File: src/rtl/ptp_pkg.sv
// ---------------------------------------------------------------------------
// ptp_pkg
// Shared definitions for the PTP event classifier:
//   - EtherType / IP / UDP constants used by the frame parser
//   - parser FSM state encoding
//   - fixed-width part of the timestamp record. The timestamp field width is
//     chosen per instance (TIME_W), so the full record struct is declared by
//     the user of this package as {ptp_rec_hdr_t, logic [TIME_W-1:0]}.
// ---------------------------------------------------------------------------
package ptp_pkg;

  localparam logic [15:0] ETH_VLAN     = 16'h8100;
  localparam logic [15:0] ETH_QINQ     = 16'h88A8;
  localparam logic [15:0] ETH_IPV4     = 16'h0800;
  localparam logic [15:0] ETH_PTP      = 16'h88F7;
  localparam logic [7:0]  IP_UDP       = 8'h11;
  localparam logic [7:0]  IPV4_VIHL    = 8'h45;   // version 4, 20-byte header
  localparam logic [15:0] PTP_EVT_PORT = 16'd319;

  typedef enum logic [2:0] {
    ST_IDLE,
    ST_ETYPE,
    ST_IPV4,
    ST_PTPHDR,
    ST_SEQ,
    ST_MATCH,
    ST_SKIP
  } ptp_state_e;

  typedef struct packed {
    logic [15:0] seqid;
    logic [3:0]  msgid;
    logic        l2;
  } ptp_rec_hdr_t;

  // Both single (802.1Q) and service (802.1ad) tags are skipped the same way.
  function automatic logic is_vlan_tpid(input logic [15:0] etype);
    return (etype == ETH_VLAN) || (etype == ETH_QINQ);
  endfunction

endpackage

File: src/rtl/ptp_classifier_if.sv
// ---------------------------------------------------------------------------
// ptp_classifier_if
// Packet bus into the classifier and record handshake out of it.
//   ptp_data/valid/sop/eop/mod : 32-bit big-endian packet words
//   ptp_time                   : free-running TSU time
//   rec_valid/rec_ready        : record handshake
//   rec_seqid/msgid/l2/time    : head record fields
//   drop_cnt                   : saturating count of records lost to a full FIFO
// master = packet source / record sink, slave = classifier.
// ---------------------------------------------------------------------------
interface ptp_classifier_if #(
  parameter int TIME_W = 30
);
  logic [31:0]       ptp_data;
  logic              ptp_valid;
  logic              ptp_sop;
  logic              ptp_eop;
  logic [1:0]        ptp_mod;
  logic [TIME_W-1:0] ptp_time;

  logic              rec_valid;
  logic              rec_ready;
  logic [15:0]       rec_seqid;
  logic [3:0]        rec_msgid;
  logic              rec_l2;
  logic [TIME_W-1:0] rec_time;
  logic [7:0]        drop_cnt;

  modport master (
    output ptp_data, ptp_valid, ptp_sop, ptp_eop, ptp_mod, ptp_time, rec_ready,
    input  rec_valid, rec_seqid, rec_msgid, rec_l2, rec_time, drop_cnt
  );

  modport slave (
    input  ptp_data, ptp_valid, ptp_sop, ptp_eop, ptp_mod, ptp_time, rec_ready,
    output rec_valid, rec_seqid, rec_msgid, rec_l2, rec_time, drop_cnt
  );
endinterface

File: src/rtl/ptp_rec_fifo.sv
// ---------------------------------------------------------------------------
// ptp_rec_fifo
// Synchronous FIFO, DEPTH entries (power of two, >= 2) of WIDTH bits.
//   push/wdata : write request; ignored when full unless a pop happens too
//   pop        : read request; ignored when empty
//   rdata      : head entry, forced to zero while empty
//   full/empty : status flags
// ---------------------------------------------------------------------------
module ptp_rec_fifo #(
  parameter int DEPTH = 4,
  parameter int WIDTH = 8
) (
  input  logic             clk,
  input  logic             rst_n,
  input  logic             push,
  input  logic [WIDTH-1:0] wdata,
  input  logic             pop,
  output logic [WIDTH-1:0] rdata,
  output logic             full,
  output logic             empty
);
  localparam int AW = $clog2(DEPTH);

  logic [AW:0]      wr_ptr, rd_ptr;   // extra MSB tells full from empty
  logic [WIDTH-1:0] mem [DEPTH];
  logic             do_push, do_pop;

  assign empty   = (wr_ptr == rd_ptr);
  assign full    = (wr_ptr[AW] != rd_ptr[AW]) && (wr_ptr[AW-1:0] == rd_ptr[AW-1:0]);
  assign do_pop  = pop & ~empty;
  // A pop in the same cycle frees a slot, so a push into a full FIFO still fits.
  assign do_push = push & (~full | do_pop);

  // NOTE: sequential state uses non-blocking (<=) so every register samples
  // pre-edge values regardless of block ordering.
  always_ff @(posedge clk or negedge rst_n) begin
    if (!rst_n) begin
      wr_ptr <= '0;
      rd_ptr <= '0;
    end else begin
      if (do_push) wr_ptr <= wr_ptr + 1'b1;
      if (do_pop)  rd_ptr <= rd_ptr + 1'b1;
    end
  end

  // NOTE: storage is deliberately not reset; the pointers define which
  // entries are live, and rdata is masked while empty.
  always_ff @(posedge clk) begin
    if (do_push) mem[wr_ptr[AW-1:0]] <= wdata;
  end

  assign rdata = empty ? '0 : mem[rd_ptr[AW-1:0]];

endmodule

File: src/rtl/ptp_classifier.sv
// ---------------------------------------------------------------------------
// ptp_classifier
// Classifies frames on the 32-bit packet bus as PTP event messages carried
// over UDP/IPv4 (or, with PTP_L2_EN defined, directly over Ethernet 0x88F7),
// skipping up to MAX_VLAN stacked VLAN tags. Matching frames push
// {sequenceId, messageType, transport, SOP time} into a record FIFO.
//   clk, rst_n : clock, asynchronous active-low reset
//   bus        : ptp_classifier_if.slave (packet input, record output,
//                drop_cnt)
// Build option: `define PTP_L2_EN enables L2 transport decode; otherwise
// 0x88F7 frames are skipped and rec_l2 is always 0.
// ---------------------------------------------------------------------------
module ptp_classifier
  import ptp_pkg::*;
#(
  parameter int          TIME_W     = 30,
  parameter int          HDR_WORDS  = 1,
  parameter int          MAX_VLAN   = 2,
  parameter logic [15:0] EVENT_MASK = 16'h000F,
  parameter int          FIFO_DEPTH = 4
) (
  input  logic            clk,
  input  logic            rst_n,
  ptp_classifier_if.slave bus
);
  typedef struct packed {
    ptp_rec_hdr_t      hdr;
    logic [TIME_W-1:0] ts;
  } rec_t;

  localparam int          REC_W    = $bits(rec_t);
  localparam logic [10:0] HDR_OFS  = 11'(HDR_WORDS);
  localparam logic [1:0]  VLAN_LIM = 2'(MAX_VLAN);

  // Word positions relative to the destination MAC, after tag removal.
  localparam logic [10:0] E_ETYPE   = 11'd3;
  localparam logic [10:0] E_PROTO   = 11'd5;
  localparam logic [10:0] E_PORT    = 11'd9;
  localparam logic [10:0] E_MSG     = 11'd10;
  localparam logic [10:0] E_SEQ_UDP = 11'd18;
  localparam logic [10:0] E_SEQ_L2  = 11'd11;

  // ---------------- input stage ----------------
  logic [31:0]       data_d1;
  logic [1:0]        mod_d1;
  logic              valid_d1, sop_d1, eop_d1;
  logic [TIME_W-1:0] ts_sop;
  logic [9:0]        widx;     // index of the word held in data_d1

  always_ff @(posedge clk or negedge rst_n) begin
    if (!rst_n) begin
      data_d1  <= '0;
      mod_d1   <= '0;
      valid_d1 <= 1'b0;
      sop_d1   <= 1'b0;
      eop_d1   <= 1'b0;
      ts_sop   <= '0;
      widx     <= '0;
    end else begin
      valid_d1 <= bus.ptp_valid;
      sop_d1   <= bus.ptp_valid & bus.ptp_sop;
      eop_d1   <= bus.ptp_valid & bus.ptp_eop;
      if (bus.ptp_valid) begin
        data_d1 <= bus.ptp_data;
        mod_d1  <= bus.ptp_mod;
        if (bus.ptp_sop) begin
          widx   <= '0;
          ts_sop <= bus.ptp_time;
        end else if (widx != 10'h3FF) begin
          widx <= widx + 10'd1;
        end
      end
    end
  end

  // mod_d1 travels with the word for downstream consumers; parsing ignores it.
  logic unused_mod;
  assign unused_mod = ^mod_d1;

  // ---------------- parser ----------------
  ptp_state_e  state, state_nx;
  logic [1:0]  vofs, vofs_nx;
  logic [3:0]  msgid_q, msgid_nx;
  logic [15:0] seqid_q, seqid_nx;
  logic        l2_q, l2_nx;
  logic        push;

  logic [10:0] e_idx, seq_pos;
  logic [15:0] etype, hi16;
  logic [7:0]  vihl, proto;
  logic [3:0]  msg;

  // Before the MAC header e_idx wraps to a large value and matches nothing.
  assign e_idx   = {1'b0, widx} - HDR_OFS - {9'b0, vofs};
  assign etype   = data_d1[31:16];
  assign hi16    = data_d1[31:16];
  assign vihl    = data_d1[15:8];
  assign proto   = data_d1[7:0];
  assign msg     = data_d1[11:8];
  assign seq_pos = l2_q ? E_SEQ_L2 : E_SEQ_UDP;

  always_comb begin
    // NOTE: every output gets a default first so no path leaves it unassigned
    // (which would infer a latch).
    state_nx = state;
    vofs_nx  = vofs;
    msgid_nx = msgid_q;
    seqid_nx = seqid_q;
    l2_nx    = l2_q;
    push     = 1'b0;
    if (valid_d1) begin
      if (sop_d1) begin
        // A sop always starts a fresh frame; whatever was in flight is lost.
        state_nx = eop_d1 ? ST_IDLE : ST_ETYPE;
        vofs_nx  = '0;
        l2_nx    = 1'b0;
      end else if (eop_d1) begin
        push     = (state == ST_MATCH);
        state_nx = ST_IDLE;
      end else begin
        case (state)
          ST_ETYPE: if (e_idx == E_ETYPE) begin
            if (is_vlan_tpid(etype) && (vofs < VLAN_LIM)) begin
              // Shifting vofs moves the next word back onto e_idx == 3.
              vofs_nx = vofs + 2'd1;
            end else if ((etype == ETH_IPV4) && (vihl == IPV4_VIHL)) begin
              state_nx = ST_IPV4;
`ifdef PTP_L2_EN
            end else if (etype == ETH_PTP) begin
              msgid_nx = msg;
              l2_nx    = 1'b1;
              state_nx = EVENT_MASK[msg] ? ST_SEQ : ST_SKIP;
`endif
            end else begin
              state_nx = ST_SKIP;
            end
          end
          ST_IPV4: begin
            if ((e_idx == E_PROTO) && (proto != IP_UDP)) begin
              state_nx = ST_SKIP;
            end else if (e_idx == E_PORT) begin
              state_nx = (hi16 == PTP_EVT_PORT) ? ST_PTPHDR : ST_SKIP;
            end
          end
          ST_PTPHDR: if (e_idx == E_MSG) begin
            msgid_nx = msg;
            state_nx = EVENT_MASK[msg] ? ST_SEQ : ST_SKIP;
          end
          ST_SEQ: if (e_idx == seq_pos) begin
            seqid_nx = hi16;
            state_nx = ST_MATCH;
          end
          default: ;  // IDLE, MATCH, SKIP only leave on sop/eop
        endcase
      end
    end
  end

  always_ff @(posedge clk or negedge rst_n) begin
    if (!rst_n) begin
      state   <= ST_IDLE;
      vofs    <= '0;
      msgid_q <= '0;
      seqid_q <= '0;
      l2_q    <= 1'b0;
    end else begin
      state   <= state_nx;
      vofs    <= vofs_nx;
      msgid_q <= msgid_nx;
      seqid_q <= seqid_nx;
      l2_q    <= l2_nx;
    end
  end

  // ---------------- record FIFO ----------------
  rec_t             rec_in, head;
  logic [REC_W-1:0] head_bits;
  logic             fifo_full, fifo_empty, pop;
  logic [7:0]       drop_cnt;

  assign rec_in.hdr.seqid = seqid_q;
  assign rec_in.hdr.msgid = msgid_q;
  assign rec_in.hdr.l2    = l2_q;
  assign rec_in.ts        = ts_sop;
  assign pop              = ~fifo_empty & bus.rec_ready;

  ptp_rec_fifo #(
    .DEPTH (FIFO_DEPTH),
    .WIDTH (REC_W)
  ) u_fifo (
    .clk   (clk),
    .rst_n (rst_n),
    .push  (push),
    .wdata (rec_in),
    .pop   (pop),
    .rdata (head_bits),
    .full  (fifo_full),
    .empty (fifo_empty)
  );

  assign head = rec_t'(head_bits);

  always_ff @(posedge clk or negedge rst_n) begin
    if (!rst_n) begin
      drop_cnt <= '0;
    end else if (push && fifo_full && !pop && (drop_cnt != 8'hFF)) begin
      drop_cnt <= drop_cnt + 8'd1;
    end
  end

  assign bus.rec_valid = ~fifo_empty;
  assign bus.rec_seqid = head.hdr.seqid;
  assign bus.rec_msgid = head.hdr.msgid;
  assign bus.rec_l2    = head.hdr.l2;
  assign bus.rec_time  = head.ts;
  assign bus.drop_cnt  = drop_cnt;

endmodule

File: src/flat_wrapper.sv
// flat-port wrapper written by rule: the top's interface ports become plain ports
module ptp_classifier_flat import ptp_pkg::*;
#(
  parameter int          TIME_W     = 30,
  parameter int          HDR_WORDS  = 1,
  parameter int          MAX_VLAN   = 2,
  parameter logic [15:0] EVENT_MASK = 16'h000F,
  parameter int          FIFO_DEPTH = 4
)
  (clk, rst_n, bus_ptp_data, bus_ptp_valid, bus_ptp_sop, bus_ptp_eop, bus_ptp_mod, bus_ptp_time, bus_rec_ready, bus_rec_valid, bus_rec_seqid, bus_rec_msgid, bus_rec_l2, bus_rec_time, bus_drop_cnt);
  ptp_classifier_if #(.TIME_W(TIME_W)) bus_i ();
  input  logic clk;
  input  logic rst_n;
  input wire logic [$bits(bus_i.ptp_data)-1:0] bus_ptp_data;
  input wire logic [$bits(bus_i.ptp_valid)-1:0] bus_ptp_valid;
  input wire logic [$bits(bus_i.ptp_sop)-1:0] bus_ptp_sop;
  input wire logic [$bits(bus_i.ptp_eop)-1:0] bus_ptp_eop;
  input wire logic [$bits(bus_i.ptp_mod)-1:0] bus_ptp_mod;
  input wire logic [$bits(bus_i.ptp_time)-1:0] bus_ptp_time;
  input wire logic [$bits(bus_i.rec_ready)-1:0] bus_rec_ready;
  output wire logic [$bits(bus_i.rec_valid)-1:0] bus_rec_valid;
  output wire logic [$bits(bus_i.rec_seqid)-1:0] bus_rec_seqid;
  output wire logic [$bits(bus_i.rec_msgid)-1:0] bus_rec_msgid;
  output wire logic [$bits(bus_i.rec_l2)-1:0] bus_rec_l2;
  output wire logic [$bits(bus_i.rec_time)-1:0] bus_rec_time;
  output wire logic [$bits(bus_i.drop_cnt)-1:0] bus_drop_cnt;
  assign bus_i.ptp_data = bus_ptp_data;
  assign bus_i.ptp_valid = bus_ptp_valid;
  assign bus_i.ptp_sop = bus_ptp_sop;
  assign bus_i.ptp_eop = bus_ptp_eop;
  assign bus_i.ptp_mod = bus_ptp_mod;
  assign bus_i.ptp_time = bus_ptp_time;
  assign bus_i.rec_ready = bus_rec_ready;
  assign bus_rec_valid = bus_i.rec_valid;
  assign bus_rec_seqid = bus_i.rec_seqid;
  assign bus_rec_msgid = bus_i.rec_msgid;
  assign bus_rec_l2 = bus_i.rec_l2;
  assign bus_rec_time = bus_i.rec_time;
  assign bus_drop_cnt = bus_i.drop_cnt;
  ptp_classifier #(.TIME_W(TIME_W), .HDR_WORDS(HDR_WORDS), .MAX_VLAN(MAX_VLAN), .EVENT_MASK(EVENT_MASK), .FIFO_DEPTH(FIFO_DEPTH)) u_core (.clk(clk), .rst_n(rst_n), .bus(bus_i));
endmodule
File: config.mk
export PLATFORM = sky130hd
export DESIGN_NAME = ptp_classifier_flat
export DESIGN_NICKNAME = d
export VERILOG_FILES = /design/src/rtl/ptp_pkg.sv /design/src/rtl/ptp_classifier_if.sv /design/src/rtl/ptp_rec_fifo.sv /design/src/rtl/ptp_classifier.sv /design/src/flat_wrapper.sv
export SDC_FILE = /design/constraint.sdc
export NUM_CORES = 1
export LEC_CHECK = 0
export BUFFER_PORTS_ARGS = -buffer_cell sky130_fd_sc_hd__buf_2
export CAP_MARGIN = 20
export CORE_MARGIN = 1.5
export CORE_UTILIZATION = 50
export CTS_CLUSTER_DIAMETER = 200
export DETAILED_ROUTE_END_ITERATION = 16
export PLACE_DENSITY = 0.69
export SYNTH_ARGS = -nofsm -noshare
export SYNTH_HDL_FRONTEND = slang
export SYNTH_HIERARCHICAL = 1
export SYNTH_SLANG_ARGS = --single-unit
File: constraint.sdc
create_clock -name clk -period 4.65 [get_ports clk]
set_input_delay 0.93 -clock clk [delete_from_list [all_inputs] [get_ports clk]]
set_output_delay 0.93 -clock clk [all_outputs]
set_load 0.05 [all_outputs]
==> results of run 1 <==
[cells in the final DEF (no fill, tap or decap), types with 16 or more instances in the layout]
cell type  count
nor2b_1       55
buf_2        126
edfxtp_1     204
dfrtp_1      112
clkbuf_16     35
nor2_1        18
mux4_2        51
nor3_1        16
mux2_2        77
[kinds of logic (layout without fill, tap and decap cells)]
family / after synthesis / count (layout) / synth area share
and+or+nand+nor: 163 / 163 / 0.07460
muxes: 140 / 140 / 0.1674
DFF: 318 / 318 / 0.6872
xor gates and xnor gates: 26 / 26 / 0.02030
adders and majority gates: 10 / 10 / 0.01015
buffers and inverters: 46 / 212 / 0.01858
other: 1 / 4 / 0.0002870
AOI/OAI and AO/OA: 37 / 37 / 0.02145
[sequential cells by signal, indices dropped and copies added (netlist names)]
signal / count
u_core/bus.drop_cnt: 8
u_core/data_d1: 32
u_core/eop_d1: 1
u_core/msgid_q: 4
u_core/seqid_q: 16
u_core/sop_d1: 1
u_core/state: 3
u_core/ts_sop: 30
u_core/u_fifo/mem: 204
u_core/u_fifo/rd_ptr: 3
u_core/u_fifo/wr_ptr: 3
u_core/valid_d1: 1
u_core/vofs: 2
u_core/widx: 10
[power groups by stage]
stage	registers, W	logic [W]	clock network (W)
floorplan	0.00331	0.00259	0
global placement	0.00340	0.00316	0
detailed placement	0.00341	0.00318	0
CTS	0.00335	0.00318	0.00260
global route	0.00338	0.00334	0.00272
finish	0.00335	0.00312	0.00254
[path summary, 6_finish.rpt]
check / from / to / slack (ns) / depth (start not counted)
setup / recovery: u_core/widx[0] / u_core/seqid_q[8] / 1.07 / 9
hold / removal: rst_n / u_core/data_d1[8] / 0.49 / 1
setup reg to reg: u_core/widx[0] / u_core/seqid_q[8] / 1.07 / 9
hold reg to reg: u_core/bus.drop_cnt[4] / u_core/bus.drop_cnt[4] / 0.49 / 1
max in group asynchronous: rst_n / u_core/seqid_q[8] / 3.12 / 2
min in group clk: u_core/bus.drop_cnt[4] / u_core/bus.drop_cnt[4] / 0.49 / 1
[cell type report]
type | count | area [µm²]
Inverter | 10 | 37.54
Clock inverter | 15 | 123.9
Sequential cell | 318 | 8984
Fill cell | 1983 | 10260
Multi-Input combinational cell | 380 | 3866
Timing Repair Buffer | 141 | 780.7
Tap cell | 330 | 412.9
Clock buffer | 46 | 937.1
[per-stage QoR]
step	worst slack (ns)	total power (W)	util	hold slack (ns)	area (µm²)
2_1_floorplan	1.341	0.005904	-	0.4709	13080
3_3_place_gp	1.108	0.006557	0.5544	0.4734	14080
3_5_place_dp	1.078	0.006585	0.5544	0.4815	14080
4_1_cts	0.9906	0.009133	0.5962	0.4941	15140
5_1_grt	0.8573	0.009436	0.5962	0.4997	15140
6_report	1.068	0.009015	0.5962	0.4908	15140
[metal layers]
metal,GRT usage,up-vias
met5,0,-
met4,0.04914,0
met3,0.03340,33
met2,0.3136,150
met1,0.2401,3441
li1,-,3155
[worst reg2reg max path, stage by stage, from the launching register on]
cell and delay [ns]:
dfrtp_1 0.42, ha_1 0.25, fa_1 0.46, or4b_1 0.53, o31ai_1 0.08, a32oi_1 0.16
nor4_2 0.34, nand4b_1 0.18, or2_1 0.61, mux2_4 0.43
==> flow_metrics.py, run 1 <==
metrics = {
    "timing": {
        "period_needed_ns": 3.582,
        "slew_headroom": 0.3774,
        "post-route-period-util": 0.7704,
        "setup_violations": 0,
        "final.setup_skew_ns": 0.01946,
        "maxSlewViolCount": 0,
        "fmax_ghz": 0.2791,
        "rsz0062_at_grt": "false",
        "worst_pin_slew_ns": 0.9339,
        "finalSetupTns_ns": 0,
        "hold_viol": 0,
    },
    "routing": {
        "maxUsedRoutingLayer": "met4",
        "vias": 6779,
        "routed_wirelength_um": 23690,
        "vias_per_cell": 5.467,
        "wl_met1_um": 10160,
        "wire_per_inst_um": 19.10,
        "route.detailed.drc": 0,
        "drtIter0Drc": 528,
        "met2WireLength_um": 12090,
        "drtAntennaViolNets": 0,
        "wl_met3_um": 1075,
        "drt_first_pass_iters": 4,
    },
    "run": {
        "cap_violations": 0,
    },
    "synth": {
        "yosysWarnings": 6,
        "synth_top_area_cell": "edfxtp_1",
        "synth.area.top_cells": "edfxtp_1, dfrtp_1, mux4_2",
        "synth_area_per_cell_um2": 17.63,
        "ys_ff_latch": 318,
        "synth_ff_type": "edfxtp_1",
        "synth_edf_count": 204,
        "synth_seq_area_share": 0.6872,
        "netlist_instances": 741,
        "synth_top_area_share": 0.4689,
        "yosys-top-cells-count": "edfxtp_1, dfrtp_1, mux2_2",
        "ys_async_sr_fraction": 0.3585,
        "yosysUniqueCellTypes": 66,
        "synth.cell_area_um2": 13070,
        "yosysMostFrequentCell": "edfxtp_1",
    },
    "cts": {
        "clk_pin_slew_ns": 0.06,
        "post_cts_buffers": 0,
        "clockRootBuffer": "clkbuf_16",
        "cts_buffer_depth": 3,
        "post_cts_resized": 0,
        "cts_num_sinks": 318,
        "cts_max_level": 2,
        "cts_buffers": 34,
        "clock_latency_ns": 0.50,
        "cts_tree": "built",
        "ctsHoldBuffers": 0,
    },
    "grt": {
        "grt_pass1_vias": 6929,
        "grt_max_degree": 54,
        "grt_usage": 0.1826,
        "antenna_found_initial": 0,
        "grt_overflow": 0,
        "grt_pass1_wl_um": 37460,
    },
    "place": {
        "post-place-cells": 1179,
        "gp_congestion": 0.8498,
        "port_buffers": 127,
        "dp_hpwl_um": 15070,
    },
    "pwr": {
        "power_frac_clock": 0.282,
        "power.switching_w": 0.003310,
        "power_per_cell_area_nw_per_um2": 595.4,
        "p_int_w": 0.005705,
        "p_sw_frac": 0.3671,
        "leakagePower_nw": 5.840,
        "power_frac_seq": 0.372,
        "comb_power_share": 0.347,
        "peakVddDrop_v": 0.0003885,
    },
    "floorplan": {
        "start_util": 0.5144,
        "rows": 58,
        "fp.dieH_um": 164.6,
        "chipWidth_um": 164.6,
        "io_pins": 130,
        "die_area_um2": 27110,
        "core_um2": 25400,
    },
    "status": {
        "outcome": "completed",
    },
    "cells_and_area": {
        "stdcell_count": 1240,
        "area_growth_pct": 15.90,
        "nNetsFinal": 965,
        "drive_gt1_frac": 0.3769,
        "diodes": 0,
    },
    "setup_path": {
        "crit_path_top_delay_cell": "or2_1",
        "cp.required_ns": 5.02,
        "arrival_ns": 3.95,
        "crit_chain": "ha_1, fa_1, or4b_1, o31ai_1, a32oi_1, nor4_2, nand4b_1, or2_1, mux2_4",
        "critPathKind": "reg -> reg",
        "crit_family": "simple AND/OR/NAND/NOR gates",
        "startpoint_type": "register",
        "cp_slowest_stage_delay_ns": 0.60,
        "worstPathMaxFanout": 16,
        "path_buf_inv": 0,
        "crit_path_end_kind": "register",
    },
    "worst_hold_path": {
        "hp-class": "in -> async",
    },
}
Power figures use the tool's default switching activity.
==> run 2: changes to the inputs <==
PLACE_DENSITY = 0.72   (was 0.69)
clock period = 3.2 ns   (was 4.65 ns; I/O delays follow)
==> run 2 against run 1 <==
Compared with the run above: via count rose by 1.6%; routed wire length rose by 0.22%; global-route usage shrank 0.28 points; largest cell class unchanged.
==> flow_metrics.py, run 2 (synthesis gave the netlist of run 1 again) <==
metrics = {
    "cts": {
        "cts_buffer_depth": 3,
        "cts_num_sinks": 318,
        "clk_pin_slew_ns": 0.06,
        "clockRootBuffer": "clkbuf_16",
        "clock_latency_ns": 0.50,
        "cts_tree": "built",
        "cts_max_level": 2,
        "cts_buffers": 34,
        "ctsHoldBuffers": 0,
    },
    "setup_path": {
        "crit_path_end_kind": "output port",
        "worstPathMaxFanout": 53,
        "arrival_ns": 2.42,
        "critPathKind": "reg -> out",
        "timing.reg2reg.setup_slack_ns": 0.14,
        "cp.required_ns": 2.56,
        "startpoint_type": "register",
    },
    "routing": {
        "vias": 6889,
        "route.detailed.drc": 0,
        "wire_per_inst_um": 18.97,
        "drt_first_pass_iters": 5,
        "drtIter0Drc": 490,
        "vias_per_cell": 5.507,
        "drtAntennaViolNets": 0,
        "routed_wirelength_um": 23740,
    },
    "grt": {
        "antenna_found_initial": 0,
        "grt_pass1_wl_um": 37280,
        "grt_usage": 0.1798,
        "grt_max_degree": 54,
        "grt_pass1_vias": 6938,
        "grt_overflow": 0,
    },
    "floorplan": {
        "chipWidth_um": 164.6,
        "io_pins": 130,
        "core_um2": 25400,
        "fp.dieH_um": 164.6,
        "start_util": 0.5144,
        "die_area_um2": 27110,
        "rows": 58,
    },
    "cells_and_area": {
        "final_common_cell": "edfxtp_1",
        "final_cell_mix": "edfxtp_1, buf_2, dfrtp_1",
        "multi_input_area_um2": 3890,
        "fin_util": 0.6010,
        "drive_gt1_frac": 0.3931,
        "nFillCells": 1902,
        "nNetsFinal": 976,
        "design_area_um2": 15260,
        "largest_reg_flops": 204,
        "regArea_um2": 8984,
        "diodes": 0,
        "area_growth_pct": 16.84,
    },
    "run": {
        "cap_violations": 0,
    },
    "pwr": {
        "leakagePower_nw": 5.913,
        "power_per_cell_area_nw_per_um2": 856.3,
        "peakVddDrop_v": 0.0007620,
    },
    "worst_hold_path": {
        "hp-class": "in -> async",
    },
    "timing": {
        "post-route-period-util": 0.9562,
        "maxSlewViolCount": 0,
        "slew_headroom": 0.4386,
        "period_needed_ns": 3.060,
        "rsz0062_at_grt": "false",
        "setup_violations": 0,
        "finalSetupTns_ns": 0,
        "worst_pin_slew_ns": 0.8304,
        "fmax_ghz": 0.3268,
        "final.setup_skew_ns": 0.01735,
        "hold_viol": 0,
    },
    "status": {
        "outcome": "completed",
    },
    "place": {
        "gp_congestion": 0.8926,
        "dp_hpwl_um": 14870,
        "postPlaceCellArea_um2": 14170,
        "port_buffers": 127,
    },
}
-- run 2: path summary, 6_finish.rpt --
check	from	to	cells past startpoint
min in group clk	bus_ptp_eop	u_core/eop_d1	2
worst min-delay path	rst_n	u_core/data_d1[11]	1
worst max register to register	u_core/vofs[0]	u_core/seqid_q[10]	11
worst min register to register	u_core/bus.drop_cnt[6]	u_core/bus.drop_cnt[6]	1
max in group asynchronous	rst_n	u_core/seqid_q[6]	2
worst max-delay path	u_core/u_fifo/rd_ptr[1]	bus_rec_seqid[6]	4
-- run 2: worst max-delay path, stage by stage (launching register included) --
cell and delay, ns:
dfrtp_2 0.42, buf_4 0.64, mux4_2 0.34, nor2b_1 0.22, buf_2 0.30
-- run 2: layout make-up --
class                   count  area share
clock buffers              43     0.06000
clock inverters            18    0.007787
inverters                  10    0.002459
multi-input cells         380      0.2548
flip-flops and latches    318      0.5885
well taps                 330     0.02705
repair buffers            152     0.05934
-- run 2: where the power goes --
group | leakage (nW) | internal (W) | switching (W)
Combinational | 2.07 | 0.00154 | 0.00308
Clock | 0.506 | 0.00211 | 0.00149
Sequential | 3.33 | 0.00460 | 0.000254
Total | 5.91 | 0.00825 | 0.00482
-- run 2: timing repair --
item	4_1_cts	5_1_grt
gates resized for setup	0	7
setup buffers	0	1
endpoints found under the setup margin	0	20
-- run 2: per-stage QoR --
stage	std cells	power, W	hold WS [ns]	worst slack [ns]
CTS	1249	0.01326	0.1539	0.04318
global placement	1188	0.009604	0.4692	0.09509
finish	1251	0.01307	0.1434	0.1403
floorplan	744	0.008579	0.3444	0.06838
detailed placement	1188	0.009629	0.4776	0.07825
global route	1251	0.01369	0.1737	0.01116
-- run 2: metal layers --
metal  vias to the layer above  share of wire  GRT usage
li1                       3162              -          -
met1                      3489           0.42     0.2348
met2                       196           0.50     0.3067
met3                        42          0.056    0.03541
met4                         0          0.020    0.05283
met5                         -              0          0
